--- config.mk ---
export PLATFORM = sky130hd
export DESIGN_NAME = tcp_ptr_if_ctrl_multi
export DESIGN_NICKNAME = d
export VERILOG_FILES = /design/src/rtl/tcp_ptr_if_ctrl_multi.sv
export SDC_FILE = /design/constraint.sdc
export NUM_CORES = 1
export LEC_CHECK = 0
export ABC_AREA = 1
export BUFFER_PORTS_ARGS = -buffer_cell sky130_fd_sc_hd__buf_2
export CAP_MARGIN = 30
export CORE_MARGIN = 2
export CORE_UTILIZATION = 35
export CTS_CLUSTER_DIAMETER = 30
export DETAILED_ROUTE_END_ITERATION = 16
export PLACE_DENSITY_LB_ADDON = 0.12
export SLEW_MARGIN = 20
export SYNTH_ARGS = -nofsm -noshare
export SYNTH_HDL_FRONTEND = slang
export SYNTH_SLANG_ARGS = --single-unit
--- constraint.sdc ---
create_clock -name clk -period 1.1 [get_ports clk]
set_input_delay 0.165 -clock clk [delete_from_list [all_inputs] [get_ports clk]]
set_output_delay 0.165 -clock clk [all_outputs]
set_load 0.03 [all_outputs]
--- src/rtl/tcp_ptr_if_ctrl_multi.sv ---
// tcp_ptr_if_ctrl_multi
// Control FSM for the NoC pointer interface of a TCP buffer tile, serving
// NUM_PTRS pointer tables. It accepts one request header flit, then reads or
// writes the masked subset of tables with independent per-table handshakes.
// Reads return one response header flit. The flit decode, pointer storage and
// flit build live in a companion datapath that is driven by ctrl_datap_* strobes.
// Optional feature macro: TCP_PTR_IF_WR_ACK_EN. When it is defined, writes
// (including zero-mask writes) return an ack flit from the WR_ACK state.
module tcp_ptr_if_ctrl_multi #(
    parameter int NUM_PTRS = 2
) (
    input  logic                clk,
    input  logic                rst_n,
    input  logic                noc_ctovr_val,
    input  logic                noc_ctovr_is_rd,
    input  logic [NUM_PTRS-1:0] noc_ctovr_ptr_mask,
    output logic                noc_ctovr_rdy,
    output logic                noc_vrtoc_val,
    input  logic                noc_vrtoc_rdy,
    output logic [NUM_PTRS-1:0] ptr_wr_req_val,
    input  logic [NUM_PTRS-1:0] ptr_wr_req_rdy,
    output logic [NUM_PTRS-1:0] ptr_rd_req_val,
    input  logic [NUM_PTRS-1:0] ptr_rd_req_rdy,
    input  logic [NUM_PTRS-1:0] ptr_rd_resp_val,
    output logic [NUM_PTRS-1:0] ptr_rd_resp_rdy,
    output logic                ctrl_datap_store_hdr_flit,
    output logic [NUM_PTRS-1:0] ctrl_datap_store_ptr,
    output logic                ctrl_datap_resp_is_ack
);

    typedef enum logic [2:0] {
        ST_READY,
        ST_RD_PTRS,
        ST_WR_PTRS,
        ST_RESP_FLIT
`ifdef TCP_PTR_IF_WR_ACK_EN
        , ST_WR_ACK
`endif
    } state_t;

    state_t r_state;
    state_t w_state_nxt;

    logic [NUM_PTRS-1:0] r_mask;
    logic [NUM_PTRS-1:0] r_req_done;
    logic [NUM_PTRS-1:0] r_resp_done;

    logic [NUM_PTRS-1:0] w_wr_req_val;
    logic [NUM_PTRS-1:0] w_rd_req_val;
    logic [NUM_PTRS-1:0] w_rd_resp_rdy;
    logic [NUM_PTRS-1:0] w_wr_hs;
    logic [NUM_PTRS-1:0] w_rd_req_hs;
    logic [NUM_PTRS-1:0] w_rd_resp_hs;
    logic                w_hdr_hs;
    logic                w_wr_all_done;
    logic                w_rd_all_done;
    logic                w_ctovr_rdy;
    logic                w_vrtoc_val;
`ifdef TCP_PTR_IF_WR_ACK_EN
    logic                w_resp_is_ack;
`endif

    // Per-table requests stay up until that table has handshaken. A response is
    // only accepted after its own request has completed in an earlier cycle.
    assign w_wr_req_val  = (r_state == ST_WR_PTRS) ? (r_mask & ~r_req_done) : '0;
    assign w_rd_req_val  = (r_state == ST_RD_PTRS) ? (r_mask & ~r_req_done) : '0;
    assign w_rd_resp_rdy = (r_state == ST_RD_PTRS) ? (r_mask & r_req_done & ~r_resp_done) : '0;

    assign w_wr_hs      = w_wr_req_val & ptr_wr_req_rdy;
    assign w_rd_req_hs  = w_rd_req_val & ptr_rd_req_rdy;
    assign w_rd_resp_hs = w_rd_resp_rdy & ptr_rd_resp_val;
    assign w_hdr_hs     = (r_state == ST_READY) & noc_ctovr_val;

    // Completion includes the handshakes landing this cycle, so the last table
    // to finish moves the FSM on without an extra idle cycle.
    assign w_wr_all_done = ((r_req_done | w_wr_hs) == r_mask);
    assign w_rd_all_done = ((r_resp_done | w_rd_resp_hs) == r_mask);

    // State register.
    // NOTE: sequential state uses non-blocking assignments so every flop samples
    // pre-edge values; blocking here would create order-dependent races.
    always_ff @(posedge clk or negedge rst_n) begin
        if (!rst_n) begin
            r_state <= ST_READY;
        end else begin
            r_state <= w_state_nxt;
        end
    end

    // Next-state decode and per-state control outputs.
    // NOTE: every variable gets a default first, so no path leaves one unassigned
    // and no latch is inferred.
    always_comb begin
        w_state_nxt   = r_state;
        w_ctovr_rdy   = 1'b0;
        w_vrtoc_val   = 1'b0;
`ifdef TCP_PTR_IF_WR_ACK_EN
        w_resp_is_ack = 1'b0;
`endif
        case (r_state)
            ST_READY: begin
                w_ctovr_rdy = 1'b1;
                if (noc_ctovr_val) begin
                    if (noc_ctovr_is_rd) begin
                        w_state_nxt = (|noc_ctovr_ptr_mask) ? ST_RD_PTRS : ST_RESP_FLIT;
                    end else if (|noc_ctovr_ptr_mask) begin
                        w_state_nxt = ST_WR_PTRS;
                    end else begin
`ifdef TCP_PTR_IF_WR_ACK_EN
                        w_state_nxt = ST_WR_ACK;
`else
                        w_state_nxt = ST_READY;
`endif
                    end
                end
            end
            ST_WR_PTRS: begin
                if (w_wr_all_done) begin
`ifdef TCP_PTR_IF_WR_ACK_EN
                    w_state_nxt = ST_WR_ACK;
`else
                    w_state_nxt = ST_READY;
`endif
                end
            end
            ST_RD_PTRS: begin
                if (w_rd_all_done) begin
                    w_state_nxt = ST_RESP_FLIT;
                end
            end
            ST_RESP_FLIT: begin
                w_vrtoc_val = 1'b1;
                if (noc_vrtoc_rdy) begin
                    w_state_nxt = ST_READY;
                end
            end
`ifdef TCP_PTR_IF_WR_ACK_EN
            ST_WR_ACK: begin
                w_vrtoc_val   = 1'b1;
                w_resp_is_ack = 1'b1;
                if (noc_vrtoc_rdy) begin
                    w_state_nxt = ST_READY;
                end
            end
`endif
            default: begin
                w_state_nxt = ST_READY;
            end
        endcase
    end

    // Request mask and per-table progress; a new header restarts the tracking.
    always_ff @(posedge clk or negedge rst_n) begin
        if (!rst_n) begin
            r_mask      <= '0;
            r_req_done  <= '0;
            r_resp_done <= '0;
        end else if (w_hdr_hs) begin
            r_mask      <= noc_ctovr_ptr_mask;
            r_req_done  <= '0;
            r_resp_done <= '0;
        end else begin
            r_req_done  <= r_req_done | w_wr_hs | w_rd_req_hs;
            r_resp_done <= r_resp_done | w_rd_resp_hs;
        end
    end

    // Outputs are forced low while reset is held. Without this, the READY state
    // entered by reset would advertise header accept during reset.
    assign noc_ctovr_rdy             = rst_n & w_ctovr_rdy;
    assign noc_vrtoc_val             = rst_n & w_vrtoc_val;
    assign ptr_wr_req_val            = {NUM_PTRS{rst_n}} & w_wr_req_val;
    assign ptr_rd_req_val            = {NUM_PTRS{rst_n}} & w_rd_req_val;
    assign ptr_rd_resp_rdy           = {NUM_PTRS{rst_n}} & w_rd_resp_rdy;
    assign ctrl_datap_store_hdr_flit = rst_n & w_hdr_hs;
    assign ctrl_datap_store_ptr      = {NUM_PTRS{rst_n}} & w_rd_resp_hs;
`ifdef TCP_PTR_IF_WR_ACK_EN
    assign ctrl_datap_resp_is_ack    = rst_n & w_resp_is_ack;
`else
    assign ctrl_datap_resp_is_ack    = 1'b0;
`endif

endmodule

## After elaboration in Yosys (flattened, before gate mapping)

Cells that the tools add are included.

- Register bits: 9
- Bits of input ports: 13
- Output and inout port bits: 12
- Logic and storage cells: 50

- Equal/unequal tests: 9
- Mux-type cells: 15
- Bitwise operators: 19
- Reduce and logical (&&, ||, !) cells: 3

Operator list:

| cell | count |
|---|---|
| $and A2 B2 Y2 | 10 |
| $mux W2 | 8 |
| $mux W3 | 4 |
| $pmux W3 S4 | 1 |
| $ne A2 B2 Y1 const B | 4 |
| $eq A3 B2 Y1 const B | 2 |
| $or A2 B2 Y2 | 3 |
| $and A1 B1 Y1 | 4 |
| $eq A2 B2 Y1 | 2 |
| $not A2 Y2 | 2 |
| $reduce_and A4 Y1 | 1 |
| $eq A3 B1 Y1 const B | 1 |
| $logic_not A3 Y1 | 1 |
| $mux W1 | 2 |
| $reduce_or A2 Y1 | 1 |

## Logic depth before layout (Yosys ltp)

Gate-level depths: netlist of run 1.

- Depth after elaboration: 8
- Mapped depth: 10

## Worst setup path after synthesis of run 1

Ideal clock, no wire load.

- Path kind: reg-to-output
- Start point: register r_state[1]
- End point: output port ptr_rd_resp_rdy[1]
- Data arrival time: 1,645 ps
- Slack: -710 ps
- Stages on the path, launching flop included: 4
- Path buffers: 0
- Cells stage by stage: dfrtp_1 > nor2_2 > inv_1 > nor4_1

- Longest elaborated chain between the ends: 3

Ends and longest elaborated chain:

| item | RTL line | source |
|---|---|---|
| start: declaration | 41 | `state_t r_state;` |
| start signal: assignment | 86 | `r_state <= w_state_nxt;` |
| $eq A3 B1 Y1 | 67 | `assign w_rd_resp_rdy = (r_state == ST_RD_PTRS) ? (r_mask & r_req_done & ~r_resp_done) : '0;` |
| $mux W2 | 67 |  |
| $and A2 B2 Y2 | 174 | `assign ptr_rd_resp_rdy = {NUM_PTRS{rst_n}} & w_rd_resp_rdy;` |
| end: declaration | 25 | `output logic [NUM_PTRS-1:0] ptr_rd_resp_rdy,` |

No other way between the ends.

## Worst setup path after layout of run 1

- Start point: register r_state[0]
- End point: output port ctrl_datap_store_ptr[1]

- Longest elaborated chain between the ends: 4

Ends and longest elaborated chain:

| item | RTL line | source |
|---|---|---|
| $eq A3 B1 Y1 | 67 |  |
| $mux W2 | 67 |  |
| $and A2 B2 Y2 | 71 | `assign w_rd_resp_hs = w_rd_resp_rdy & ptr_rd_resp_val;` |
| $and A2 B2 Y2 | 176 | `assign ctrl_datap_store_ptr = {NUM_PTRS{rst_n}} & w_rd_resp_hs;` |
| end: declaration | 27 | `output logic [NUM_PTRS-1:0] ctrl_datap_store_ptr,` |

No other way between the ends.

==> flow_summary_export.csv, run 1 <==
group,metric,value,unit
worst_hold_path,holdPathStages,3,
pwr,total_power,3.40,mW
global_route,grt_pass1_vias,757,
synth,ys_seq_area_share,33.3,%
global_route,grt_max_degree,9,
setup_path,worstPathRequired,0.94,ns
pwr,power.density,2570,nW/um^2
drt,ant_nets,0,
run,drv_cap,0,
timing,report.final.slew_viol_count,0,
pwr,comb_power_share,76.1,%
pwr,seqPwrFrac,16.7,%
placed_design,port-buffer-count,23,
synth,synth_cells,96,
drt,met1_length,836,um
pwr,clkPwrFrac,7.2,%
drt,first_pass_iters,4,
drt,via_count,857,
drt,wl_per_cell,13.6,um
finish,syn_to_final_growth,120,%
clock_network,cts_root_buffer,"clkbuf_4",
timing,finalCritPeriodShare,138,%
floorplan,die_x,45.4,um
floorplan,start_util,38.5,%
drt,wl_met3,102,um
status,violations,"setup timing",
global_route,track_usage,21.5,%
global_route,overflow,0,
timing,setup_ws,-0.423,ns
placed_design,gp_congestion,0.831,
synth,synth_cell_types,21,
synth,syn-mean-instance-area,6.26,sq um
synth,syn-num-nets,109,
pwr,peakVddDrop,1.91,mV
global_route,antenna_found_initial,0,
finish,nNetsFinal,167,
global_route,grt_pass1_wl,3110,um
setup_path,critPathCaptureType,"output port",
clock_network,clock_path_buffers,2,
synth,synth-seq-cells,8,
timing,fin_crit,1.52,ns
drt,wl_met2,1340,um
clock_network,clkTransAtPathRegs,0.06,ns
pwr,power.internal,1.80,mW
finish,final_cell_mix,"nand2_1, buf_6, buf_4",
synth,ys_warn_count,0,
floorplan,coreArea,1560,sq um
floorplan,dieArea,2060,sq um
setup_path,crit_type,"reg -> out",
clock_network,cts_buffers,3,
setup_path,reg2regPathDepth,11,
timing,clock_skew,0.0149,ns
setup_path,critPathLaunchType,"flop",
floorplan,die_y,45.4,um
floorplan,ios,25,
clock_network,cts_tree,"done",
finish,diodes,0,
setup_path,cp_max_fo,4,
clock_network,cts-htree-levels,1,
status,status,"finished, violations left",
timing,holdWs,0.146,ns
pwr,p_sw_share,47.1,%
clock_network,clk_latency,0.26,ns
drt,vias_per_cell,5.07,
pwr,p_leak,0.679,nW
finish,drive_above_1_share,62.7,%
timing,rsz0062_at_grt,"yes",
pwr,p_sw,1.60,mW
timing,fmax,657,MHz
drt,top_layer_used,"met4",
drt,drc_errors,0,
timing,hold_viol_final,0,
placed_design,dp_hpwl,1400,um
floorplan,rows,14,
drt,wl,2300,um
setup_path,crit_arrival,1.36,ns
clock_network,clock-sinks,8,
timing,setup_violations,19,
worst_hold_path,hold_class,"in -> reg",
drt,drtIter0Drc,13,
synth,synth_area,601,sq um
-- cell families after synthesis --
family | count (synthesis) | synth area share, %
flops | 8 | 33.3
buf+inv | 19 | 12.5
simple gates | 58 | 43.3
compound gates | 9 | 8.75
xor+xnor | 1 | 1.46
other cells | 1 | 0.624
-- synthesized netlist by cell type --
| master | count | area [sq um] |
|---|---|---|
| a21oi_1 | 2 | 10.0 |
| a21oi_2 | 1 | 8.76 |
| buf_4 | 1 | 7.51 |
| clkbuf_1 | 1 | 3.75 |
| conb_1 | 1 | 3.75 |
| dfrtp_1 | 8 | 200 |
| inv_1 | 15 | 56.3 |
| inv_2 | 2 | 7.51 |
| nand2_1 | 27 | 101 |
| nand2_2 | 1 | 6.26 |
| nand3_1 | 11 | 55.1 |
| nand3b_1 | 1 | 7.51 |
| nor2_1 | 9 | 33.8 |
| nor2_2 | 1 | 6.26 |
| nor2_4 | 1 | 11.3 |
| nor3_1 | 5 | 25.0 |
| nor3b_1 | 1 | 7.51 |
| nor4_1 | 1 | 6.26 |
| o21ai_0 | 5 | 25.0 |
| o311ai_0 | 1 | 8.76 |
| xnor2_1 | 1 | 8.76 |
-- state kept, by name, indices dropped and copies added (netlist names) --
signal / count
r_resp_done: 2
r_state: 2
r_req_done: 2
r_mask: 2
-- path summary, 6_finish.rpt --
path	start	endpoint	slack (ns)
max	r_state[0]	ctrl_datap_store_ptr[1]	-0.42
max reg2reg	r_state[0]	r_state[1]	-0.29
min	noc_ctovr_ptr_mask[1]	r_mask[1]	0.15
min in group asynchronous	rst_n	r_req_done[1]	0.37
max in group asynchronous	rst_n	r_state[0]	0.57
min reg2reg	r_resp_done[0]	r_resp_done[0]	0.59
-- routing by layer --
| layer | track usage, % | vias to the layer above |
|---|---|---|
| met5 | 0 | - |
| met4 | 1.76 | 0 |
| met3 | 7.14 | 2 |
| met2 | 40.6 | 25 |
| met1 | 23.8 | 413 |
| li1 | - | 417 |
-- area by class of cell --
| class | instances | area (sq um) |
|---|---|---|
| repair buffers | 55 | 477 |
| multi-input cells | 69 | 515 |
| well taps | 16 | 20.0 |
| inverters | 17 | 83.8 |
| flip-flops and latches | 8 | 201 |
| fillers | 83 | 235 |
| clock buffers | 4 | 26.3 |
-- through the flow --
stage | area (sq um) | util, % | TNS [ns] | worst slack (ns) | std cells
3_5_place_dp | 1040 | 66.7 | -2.81 | -0.216 | 158
5_1_grt | 1320 | 84.9 | -6.61 | -0.476 | 169
6_report | 1320 | 84.9 | -5.50 | -0.423 | 169
4_1_cts | 1230 | 78.7 | -5.02 | -0.404 | 167
3_3_place_gp | 1040 | 66.7 | -2.63 | -0.203 | 158
2_1_floorplan | 717 | - | -0.999 | -0.238 | 96
-- critical path: stages, from the launching register on --
cell and delay, ns:
dfrtp_1 0.35, inv_2 0.09, nor2_4 0.20, buf_6 0.14, nand3_4 0.10, nor2_4 0.10, buf_6 0.13
-- power by group through the flow --
stage	combinational, mW	clock (mW)	sequential (mW)
5_1_grt	2.80	0.263	0.584
6_report	2.59	0.244	0.570
3_3_place_gp	1.79	0	0.564
3_5_place_dp	1.82	0	0.572
4_1_cts	2.20	0.253	0.558
2_1_floorplan	1.07	0	0.570
-- what timing repair did --
item,4_1_cts,5_1_grt
hold buffers,1,0
pin swaps,6,8
endpoints found under the setup margin,19,19
gates resized for setup,38,29
setup buffers,4,3
hold endpoints to repair,8,0
No activity file was read; power rests on OpenSTA's default activity.
==> run 2: changes to the inputs <==
CELL_PAD_IN_SITES_DETAIL_PLACEMENT = 0   (was not set)
CELL_PAD_IN_SITES_GLOBAL_PLACEMENT = 1   (was not set)
CORE_UTILIZATION = 27   (was 35)
==> run 2 against run 1 <==
The flow still finishes with violations (setup timing). Worst setup slack better by 0.0038 ns. Sequential cell count stayed put. Clock power is 4% higher. Core utilization is 17 points lower. Cell area is 9.5% higher. Register-to-register slack worse by 0.05 ns. Critical path type unchanged. Critical endpoint is now ctrl_datap_store_ptr[0]. Largest power group unchanged.
==> flow_summary_export.csv, run 2 (synthesis results as in run 1) <==
group,metric,value,unit
status,status,"finished, violations left",
status,violations,"setup timing",
finish,layout_commonest_cell,"buf_4",
setup_path,worstPathRequired,0.94,ns
clock_network,cts_root_buffer,"clkbuf_4",
clock_network,clock_path_buffers,2,
global_route,track_usage,18.0,%
pwr,p_leak,0.738,nW
timing,hold_viol_final,0,
drt,via_count,827,
setup_path,critPathCaptureType,"output port",
pwr,power.density,2540,nW/um^2
timing,setup_violations,19,
setup_path,crit_arrival,1.35,ns
worst_hold_path,holdPathStages,3,
floorplan,die_x,51.2,um
drt,ant_nets,0,
clock_network,cts-htree-levels,1,
setup_path,worstReg2RegStart,"r_state[0]",
timing,clock_skew,0.000509,ns
finish,drive_above_1_share,65.8,%
setup_path,regToRegEndpoint,"r_state[1]",
drt,wl,2080,um
global_route,grt_pass1_vias,765,
timing,rsz0062_at_grt,"yes",
placed_design,gp_congestion,0.810,
clock_network,clock-sinks,8,
placed_design,dp_hpwl,1450,um
timing,finalCritPeriodShare,138,%
setup_path,crit_type,"reg -> out",
floorplan,start_util,28.0,%
clock_network,clkTransAtPathRegs,0.06,ns
floorplan,ios,25,
drt,vias_per_cell,4.38,
global_route,overflow,0,
timing,fin_crit,1.52,ns
timing,fmax,658,MHz
finish,syn_to_final_growth,141,%
clock_network,clk_latency,0.26,ns
setup_path,reg2regPathDepth,11,
floorplan,dieArea,2620,sq um
setup_path,cp_max_fo,4,
worst_hold_path,min_to,"r_mask[0]",
finish,fillers,178,
worst_hold_path,min-delay-start,"noc_ctovr_ptr_mask[0]",
finish,final_cell_mix,"buf_4, buf_6, nand2_1",
floorplan,rows,17,
floorplan,coreArea,2150,sq um
finish,nNetsFinal,175,
run,drv_cap,0,
worst_hold_path,hold_class,"in -> reg",
pwr,peakVddDrop,1.70,mV
setup_path,ff2ff_setup_slack,-0.34,ns
global_route,antenna_found_initial,0,
clock_network,cts_buffers,3,
global_route,grt_pass1_wl,3510,um
clock_network,cts_tree,"done",
placed_design,dp_slack,-0.237,ns
placed_design,port-buffer-count,23,
setup_path,critPathLaunchType,"flop",
drt,drc_errors,0,
drt,drtIter0Drc,9,
pwr,total_power,3.69,mW
drt,first_pass_iters,2,
drt,wl_per_cell,11.0,um
floorplan,die_y,51.2,um
timing,setup_ws,-0.419,ns
finish,diodes,0,
global_route,grt_max_degree,12,
timing,report.final.slew_viol_count,0,
## run 2: worst max-delay path by stage
stage	cells past startpoint	start	endpoint
final	5	r_state[0]	ctrl_datap_store_ptr[0]
after global routing	6	r_state[0]	ptr_rd_req_val[1]
after CTS	4	r_state[1]	ctrl_datap_store_ptr[0]
after detailed placement	4	r_state[1]	ctrl_datap_store_ptr[0]
after global placement	5	r_state[1]	ctrl_datap_store_hdr_flit
after floorplan	4	r_state[0]	ptr_rd_resp_rdy[1]
## run 2: power breakdown
part / leakage [nW] / internal, mW / total, mW / switching, mW
combinational: 0.624 / 1.45 / 2.85 / 1.40
sequential: 0.0994 / 0.439 / 0.584 / 0.145
clock: 0.0150 / 0.140 / 0.253 / 0.114
## run 2: repair_timing
action / CTS / global route
endpoints found under the hold margin: 8 / 0
pin swaps: 10 / 9
gates resized for setup: 57 / 17
endpoints found under the setup margin: 19 / 19
hold buffers: 1 / 0
buffers inserted: 11 / 5
gates cloned: 0 / 0
## run 2: metal layers
layer | global-route usage, % | part of all wire, % | vias to the layer above
met5 | 0 | 0 | -
met4 | 4.05 | 0.63 | 0
met3 | 4.39 | 2.8 | 2
met2 | 28.1 | 51 | 12
met1 | 25.0 | 45 | 376
li1 | - | - | 437
## run 2: worst max-delay path, cell delays in order (launching register included)
cell and delay, ns:
dfrtp_1 0.39, inv_4 0.06, nor2_4 0.18, nand2_2 0.12, nor3b_4 0.19, buf_6 0.15
## run 2: final cells by class
type                    count  area, sq um  area share (%)
clock buffers               4         26.3            1.81
multi-input cells          69          549            37.9
inverters                  17         83.8            5.79
repair buffers             63          553            38.2
flip-flops and latches      8          201            13.9
well taps                  28         35.0            2.42
## run 2: per-stage QoR
stage	setup TNS [ns]	instance area [sq um]	util, %	hold WS, ns	instances
6_report	-5.62	1450	67.4	0.150	189
5_1_grt	-6.83	1450	67.4	0.145	189
4_1_cts	-5.62	1360	63.2	0.136	185
3_5_place_dp	-3.13	1060	49.3	0.0948	169
3_3_place_gp	-3.12	1060	49.3	0.0911	169
2_1_floorplan	-0.999	717	-	-0.131	96
==> run 3: changes to the inputs <==
BUFFER_PORTS_ARGS = -buffer_cell sky130_fd_sc_hd__clkbuf_2   (was -buffer_cell sky130_fd_sc_hd__buf_2)
CELL_PAD_IN_SITES_DETAIL_PLACEMENT = not set   (was 0)
CELL_PAD_IN_SITES_GLOBAL_PLACEMENT = not set   (was 1)
CORE_UTILIZATION = 35   (was 27)
SLEW_MARGIN = not set   (was 20)
==> run 3 against run 2 <==
The run still ends with setup timing left. Critical path type unchanged. Sequential cell count is the same. Critical endpoint unchanged. Register-to-register slack lost 0.10 ns. First-iteration DRC count grew to 2.8 times the previous value.
==> flow_summary_export.csv, run 3 (synthesis results as in run 1) <==
group,metric,value,unit
timing,fmax,607,MHz
clock_network,clkTransAtPathRegs,0.07,ns
setup_path,critPathLaunchType,"flop",
floorplan,dieArea,2060,sq um
finish,syn_to_final_growth,139,%
drt,vias_per_cell,5.49,
floorplan,coreArea,1560,sq um
worst_hold_path,hold_class,"in -> reg",
pwr,peakVddDrop,1.97,mV
clock_network,cts_buffers,3,
drt,drtIter0Drc,25,
timing,rsz0062_at_grt,"yes",
clock_network,cts_root_buffer,"clkbuf_4",
setup_path,cp_max_fo,4,
placed_design,gp_congestion,0.862,
drt,first_pass_iters,4,
floorplan,die_x,45.4,um
global_route,grt_pass1_vias,902,
global_route,antenna_found_initial,0,
run,drv_cap,0,
timing,finalCritPeriodShare,150,%
clock_network,cts_tree,"done",
finish,drive_above_1_share,66.5,%
timing,setup-tns-final,-6.56,ns
placed_design,port-buffer-count,23,
drt,wl,3300,um
setup_path,worstPathCellList,"nand2_1 -> nor2_4 -> nand2_2 -> nor3b_4 -> clkbuf_8",
finish,final_cell_mix,"buf_4, nand2_1, clkbuf_2",
drt,via_count,955,
clock_network,clk_latency,0.29,ns
clock_network,cts-htree-levels,1,
status,violations,"setup timing",
timing,setup_violations,19,
setup_path,critical-path-top-delay-family,"simple AND/OR/NAND/NOR gates",
floorplan,ios,25,
finish,layout_commonest_cell,"buf_4",
drt,wl_per_cell,19.0,um
pwr,power.density,2680,nW/um^2
setup_path,critPathCaptureType,"output port",
setup_path,max_stage_delay,0.42,ns
floorplan,die_y,45.4,um
drt,drc_errors,0,
pwr,p_leak,0.722,nW
floorplan,rows,14,
setup_path,crit_slowest_cell,"dfrtp_1",
floorplan,start_util,38.5,%
setup_path,path_buf_inv,1,
status,status,"finished, violations left",
placed_design,dp_hpwl,1500,um
global_route,track_usage,28.7,%
finish,nNetsFinal,172,
timing,fin_crit,1.65,ns
drt,ant_nets,0,
setup_path,crit_arrival,1.48,ns
finish,fillers,56,
setup_path,worstPathRequired,0.94,ns
global_route,overflow,0,
clock_network,clock_path_buffers,2,
finish,diodes,0,
timing,setup_ws,-0.547,ns
timing,report.final.slew_viol_count,0,
global_route,grt_pass1_wl,4080,um
timing,hold_viol_final,0,
setup_path,crit_type,"reg -> out",
timing,clock_skew,0.0204,ns
placed_design,dp_slack,-0.208,ns
clock_network,clock-sinks,8,
global_route,grt_max_degree,9,
[run 3: cell count changes in the layout (fill, tap and decap cells not counted), sizes merged]
cell / previous run / this run
clkbuf: 4 / 25
buf: 62 / 38
[run 3: path summary, 6_finish.rpt]
kind	startpoint	end	slack, ns	cells after the start
setup reg to reg	r_state[0]	r_state[1]	-0.44	12
hold reg to reg	r_resp_done[0]	r_resp_done[0]	0.65	2
min in group asynchronous	rst_n	r_resp_done[1]	0.33	3
hold / removal	noc_ctovr_ptr_mask[1]	r_mask[1]	0.16	3
setup / recovery	r_mask[0]	ctrl_datap_store_ptr[0]	-0.55	5
max in group asynchronous	rst_n	r_mask[0]	0.61	3
[run 3: tightest hold or removal path, cell delays in order]
cell and delay [ns]:
clkbuf_2 0.09, nand2_1 0.06, o21ai_0 0.09
[run 3: stage by stage]
step           total power, mW  instances  utilization, %  area (sq um)  hold WS (ns)
6_report                  3.85        174            92.1          1440         0.163
5_1_grt                   4.02        174            92.1          1440         0.186
4_1_cts                   3.31        172            86.0          1340         0.135
3_5_place_dp              2.45        160            67.7          1050        0.0976
3_3_place_gp              2.39        160            67.7          1050        0.0929
2_1_floorplan             1.64         96               -           717        -0.131
[run 3: repair_timing]
item                                    4_1_cts  5_1_grt
pin swaps                                     6       12
endpoints found under the hold margin         8        0
hold buffers                                  1        0
setup buffers                                 7        3
endpoints found under the setup margin       19       19
gates resized for setup                      48       21
[run 3: power by group]
part	switching, mW	internal (mW)
sequential	0.179	0.439
combinational	1.62	1.34
clock	0.137	0.141
[run 3: final cells by class]
type / count / area, sq um / share of cell area [%]
multi-input combinational: 69 / 582 / 40.5
timing repair buffer: 60 / 534 / 37.2
sequential: 8 / 201 / 14.0
inverter: 17 / 71.3 / 4.97
clock buffer: 4 / 26.3 / 1.83
tap: 16 / 20.0 / 1.39
[run 3: routing by layer]
layer,track usage [%],up-vias,share of wire [%]
met4,10.0,0,3.7
li1,-,426,-
met5,0,-,0
met2,49.3,44,52
met1,33.6,469,40
met3,8.33,16,5.1
